File: src/rtl/execute_stage.sv
// Execute stage: decode/execute pipeline register, forwarding muxes,
// and combinational 8-bit scalar plus 16-lane vector ALUs.
module execute_stage (
  input  logic         clk,
  input  logic         reset,
  input  logic [19:0]  nop_mux_output_in,
  input  logic [15:0]  srcA_in,
  input  logic [15:0]  srcB_in,
  input  logic [127:0] srcA_vector_in,
  input  logic [127:0] srcB_vector_in,
  input  logic [4:0]   rs1_decode,
  input  logic [4:0]   rs2_decode,
  input  logic [4:0]   rd_decode,
  input  logic [2:0]   select_forward_mux_A,
  input  logic [2:0]   select_forward_mux_B,
  input  logic [15:0]  writeback_data,
  input  logic [15:0]  alu_result_memory,
  input  logic [127:0] writeback_vector,
  input  logic [127:0] alu_vector_result_memory,
  output logic         wre_execute,
  output logic         vector_wre_execute,
  output logic         write_memory_enable_a_execute,
  output logic         write_memory_enable_b_execute,
  output logic         load_instruction,
  output logic [1:0]   select_writeback_data_mux_execute,
  output logic [1:0]   select_writeback_vector_data_mux_execute,
  output logic [4:0]   aluOp_execute,
  output logic [4:0]   aluVectorOp_execute,
  output logic [15:0]  srcA_out,
  output logic [15:0]  srcB_out,
  output logic [127:0] srcA_vector_out,
  output logic [127:0] srcB_vector_out,
  output logic [4:0]   rs1_execute,
  output logic [4:0]   rs2_execute,
  output logic [4:0]   rd_execute,
  output logic [15:0]  alu_src_A,
  output logic [15:0]  alu_src_B,
  output logic [127:0] alu_src_vector_A,
  output logic [127:0] alu_src_vector_B,
  output logic [7:0]   alu_result_execute,
  output logic [127:0] alu_vector_result_execute
);

  logic [18:0]  ctrl_d, ctrl_q;
  logic [15:0]  src_a_d, src_a_q;
  logic [15:0]  src_b_d, src_b_q;
  logic [127:0] vec_a_d, vec_a_q;
  logic [127:0] vec_b_d, vec_b_q;
  logic [4:0]   rs1_d, rs1_q;
  logic [4:0]   rs2_d, rs2_q;
  logic [4:0]   rd_d, rd_q;

  // Bit 19 of the control word is reserved and never stored.
  always_comb begin
    ctrl_d  = nop_mux_output_in[18:0];
    src_a_d = srcA_in;
    src_b_d = srcB_in;
    vec_a_d = srcA_vector_in;
    vec_b_d = srcB_vector_in;
    rs1_d   = rs1_decode;
    rs2_d   = rs2_decode;
    rd_d    = rd_decode;
  end

  always_ff @(posedge clk) begin
    if (!reset) begin
      ctrl_q  <= '0;
      src_a_q <= '0;
      src_b_q <= '0;
      vec_a_q <= '0;
      vec_b_q <= '0;
      rs1_q   <= '0;
      rs2_q   <= '0;
      rd_q    <= '0;
    end else begin
      ctrl_q  <= ctrl_d;
      src_a_q <= src_a_d;
      src_b_q <= src_b_d;
      vec_a_q <= vec_a_d;
      vec_b_q <= vec_b_d;
      rs1_q   <= rs1_d;
      rs2_q   <= rs2_d;
      rd_q    <= rd_d;
    end
  end

  assign aluOp_execute       = ctrl_q[4:0];
  assign aluVectorOp_execute = ctrl_q[9:5];
  assign load_instruction    = ctrl_q[10];
  assign select_writeback_vector_data_mux_execute = ctrl_q[12:11];
  assign select_writeback_data_mux_execute        = ctrl_q[14:13];
  assign write_memory_enable_b_execute = ctrl_q[15];
  assign write_memory_enable_a_execute = ctrl_q[16];
  assign vector_wre_execute  = ctrl_q[17];
  assign wre_execute         = ctrl_q[18];

  assign srcA_out        = src_a_q;
  assign srcB_out        = src_b_q;
  assign srcA_vector_out = vec_a_q;
  assign srcB_vector_out = vec_b_q;
  assign rs1_execute     = rs1_q;
  assign rs2_execute     = rs2_q;
  assign rd_execute      = rd_q;

  function automatic logic [15:0] fwd16(
    input logic [2:0]  sel,
    input logic [15:0] r,
    input logic [15:0] wb,
    input logic [15:0] mem
  );
    unique case (1'b1)
      (sel == 3'd1): fwd16 = wb;
      (sel == 3'd2): fwd16 = mem;
      default:       fwd16 = r;
    endcase
  endfunction

  function automatic logic [127:0] fwd128(
    input logic [2:0]   sel,
    input logic [127:0] r,
    input logic [127:0] wb,
    input logic [127:0] mem
  );
    unique case (1'b1)
      (sel == 3'd1): fwd128 = wb;
      (sel == 3'd2): fwd128 = mem;
      default:       fwd128 = r;
    endcase
  endfunction

  function automatic logic [7:0] alu8(
    input logic [4:0] op,
    input logic [7:0] a,
    input logic [7:0] b
  );
    case (op)
      5'd0:    alu8 = a + b;
      5'd1:    alu8 = a - b;
      5'd2:    alu8 = a & b;
      5'd3:    alu8 = a | b;
      5'd4:    alu8 = a ^ b;
      5'd5:    alu8 = a << b[2:0];
      5'd6:    alu8 = a >> b[2:0];
      5'd7:    alu8 = a * b;
      5'd8:    alu8 = b;
      default: alu8 = 8'h00;
    endcase
  endfunction

  always_comb begin
    alu_src_A = fwd16(select_forward_mux_A, src_a_q,
                      writeback_data, alu_result_memory);
    alu_src_B = fwd16(select_forward_mux_B, src_b_q,
                      writeback_data, alu_result_memory);
    alu_src_vector_A = fwd128(select_forward_mux_A, vec_a_q,
                              writeback_vector,
                              alu_vector_result_memory);
    alu_src_vector_B = fwd128(select_forward_mux_B, vec_b_q,
                              writeback_vector,
                              alu_vector_result_memory);
  end

  always_comb begin
    alu_result_execute = alu8(aluOp_execute, alu_src_A[7:0],
                              alu_src_B[7:0]);
  end

  // Lanes are fully independent: no carry or borrow crosses a byte.
  always_comb begin
    alu_vector_result_execute = '0;
    for (int i = 0; i < 16; i++) begin
      alu_vector_result_execute[8*i +: 8] =
        alu8(aluVectorOp_execute,
             alu_src_vector_A[8*i +: 8],
             alu_src_vector_B[8*i +: 8]);
    end
  end

endmodule

File: config.mk
export PLATFORM = sky130hd
export DESIGN_NAME = execute_stage
export DESIGN_NICKNAME = d
export VERILOG_FILES = /design/src/rtl/execute_stage.sv
export SDC_FILE = /design/constraint.sdc
export NUM_CORES = 2
export LEC_CHECK = 0
export ABC_AREA = 1
export ABC_CLOCK_PERIOD_IN_PS = 15400
export CORE_AREA = 2 2 527 529
export CTS_CLUSTER_SIZE = 14
export DETAILED_ROUTE_END_ITERATION = 7
export DIE_AREA = 0 0 529 531
export HOLD_SLACK_MARGIN = 0.05
export SYNTH_ARGS = -nofsm -noshare
export SYNTH_HDL_FRONTEND = slang
export SYNTH_SLANG_ARGS = --single-unit
File: constraint.sdc
create_clock -name clk -period 15.4 [get_ports clk]
set_clock_uncertainty 0.2 [all_clocks]
set_input_delay 3.08 -clock clk [delete_from_list [all_inputs] [get_ports clk]]
set_output_delay 3.08 -clock clk [all_outputs]
set_load 0.03 [all_outputs]
==> metrics <==
CTS tree built; CP Max Fanout 29; worst min path class primary input to register; syn avg cell area 6.118 µm²; Critical Path Source Type primary input; initial DRC count 6,585; fin crit period 14.20 ns; HPWL Detailed 290.8 mm; Initial Utilization 20.02%; vias in the first global route 62,419; vias per cell 4.835; Placeable Area 0.2753 mm²; Die H 531 µm; HP Start reset; RSZ-0062 raised after global routing no; post-synth top area share 16.88%; Worst Tran Pin Value 1.121 ns; total gr overflow 0; TritonCTS Buffers 47; post-route setup TNS 0 ns; drt drc 2; PortBufs 1,363; Synth Flop Type dfxtp_1; cell taking the most area after synthesis nand2_1; antenna viol nets, final 0; First-pass DRT Iterations 8; register area share after synthesis 11.69%; crit end category primary output; root buf cell clkbuf_16; Post-synth ARST share 0%; highest ir drop seen on vdd 0.1256 mV; clock transition at the registers of the reported paths 0.06 ns; Post-Syn Nets 10,547; CTS Buffer Depth 3; kind of critical path primary input to primary output; distinct cell type count after synthesis 65; Leak 37.82 nW; cell area after layout 0.07438 mm²; Routed WL 361.6 mm; first-pass GRT wire length 488.9 mm; CTS H-Tree Depth 2; # setup viols final 0; final hold vios 0; grt met2 use 37.00%; Final period util 92.22%; Total GRT Usage 24.59%; via count 67,022; maxcap violations 0; Die ar. 0.2809 mm²; initial antenna violation count 96; fmax 0.07042 GHz; Synth-to-Final Area Change 34.94%; fin nets 11,721; top post-synthesis cells by area nand2_1 (17%), ha_1 (16%), inv_1 (12%); I/O pin count 1,365; Routed WL per cell 26.08 µm; Tot Pwr 0.005580 W; commonest non-fill, non-tap cell in the layout nand2_1; Yosys reg bits 322; CP peak stage delay 0.93 ns; GP Congestion 0.9757; final slew viol count 0; pin count of the biggest net entering global routing 76; failing checks DRC; GRT busiest layer met2; most frequent cells in the layout nand2_1 (2,478), inv_1 (1,761), clkdlybuf4s50_1 (1,349), nor2_1 (791), ha_1 (697); Area after DPL 0.07271 mm²; Syn Std Cell Area 0.05512 mm²; post_cts resized 0; met1 Resource Use GR 28.92%; critical path's slowest cell clkdlybuf4s50_1; CP startpoint select_forward_mux_B[0]; hold-fix buffers at CTS 0; Worst EP required 12.12 ns; Pwr Density 75.03 mW/mm²; Clock Sinks 322; Post-Syn Instances 9,010; EDFF count, synth 0; share of layout cells above drive strength 1 4.363%; most frequent CP cell nand2_1; postcts setup bufs 0; Max-slew headroom 24.68%; Yosys warning count 0; met3 usage 8.923%; Rows 193; fillers 30,995; die width 529 µm; status finished with violations; Data arrival, critical path 10.92 ns
logic make-up after synthesis:
logic type / Yosys count / share of synthesized area [%]
XOR/XNOR: 172 / 2.733
buffers and inverters: 2181 / 15.61
adder cells (fa/ha/maj): 918 / 23.85
AO/OA/AOI/OAI: 1359 / 15.57
AND/OR/NAND/NOR: 4058 / 30.55
flip-flops: 322 / 11.69
layout make-up:
class	count	area (µm²)	area share, %
clock inverter	28	289.0	0.3886
multi-input combinational	6507	40150	53.98
sequential	322	6446	8.667
clock buffer	60	1295	1.741
tap	3607	4513	6.068
antenna	33	82.58	0.1110
timing repair buffer	1479	14710	19.78
inverter	1827	6893	9.267
per-stage QoR:
stage	hold WS, ns	util [%]	cells	setup slack [ns]
4_1_cts	2.540	26.99	13830	1.245
2_1_floorplan	2.973	-	9010	4.108
6_report	2.610	27.02	13863	1.199
3_5_place_dp	3.350	26.41	13742	1.271
3_3_place_gp	3.343	26.41	13742	1.312
5_1_grt	2.597	27.00	13845	0.9578
layer usage:
metal / vias up / share of wire, %
li1: 30882 / -
met1: 31256 / 38
met2: 3941 / 42
met3: 893 / 12
met4: 50 / 8.1
met5: - / 0.097
cell usage after synthesis (all sizes together), types with 25 or more instances:
cell type / count
nand2: 2493
inv: 1818
nor2: 844
ha: 697
nand3: 523
o21ai: 498
dfxtp: 322
a21oi: 266
fa: 221
buf: 187
clkbuf: 167
o22ai: 150
xor2: 147
o211ai: 114
nand3b: 63
a221oi: 49
o2111ai: 46
nand4: 44
o221ai: 44
a31oi: 39
a211oi: 33
nor3: 33
xnor2: 25
state kept, by name (all words and copies together) (netlist names):
register and count:
srcA_vector_out 128, srcB_vector_out 128, ctrl_q 19, srcA_out 16, srcB_out 16, rd_execute 5, rs1_execute 5, rs2_execute 5
power breakdown:
group | leakage, nW | internal [W] | switching (W)
logic | 34.4 | 0.00118 | 0.00226
registers | 2.68 | 0.000879 | 0.0000632
clock network | 0.776 | 0.000651 | 0.000542
total | 37.8 | 0.00271 | 0.00287
path summary, 6_finish.rpt:
| check | slack, ns | depth (start not counted) | endpoint |
|---|---|---|---|
| max | 1.20 | 25 | alu_vector_result_execute[79] |
| min | 2.61 | 3 | srcA_vector_out[123] |
critical path: cells and delay by family:
| family | cells | cell delay, ns |
|---|---|---|
| buffers and inverters | 9 | 3.55 |
| and+or+nand+nor | 11 | 2.26 |
| adders and majority gates | 4 | 1.84 |
| AOI/OAI and AO/OA | 1 | 0.11 |
Power figures use the tool's default switching activity.
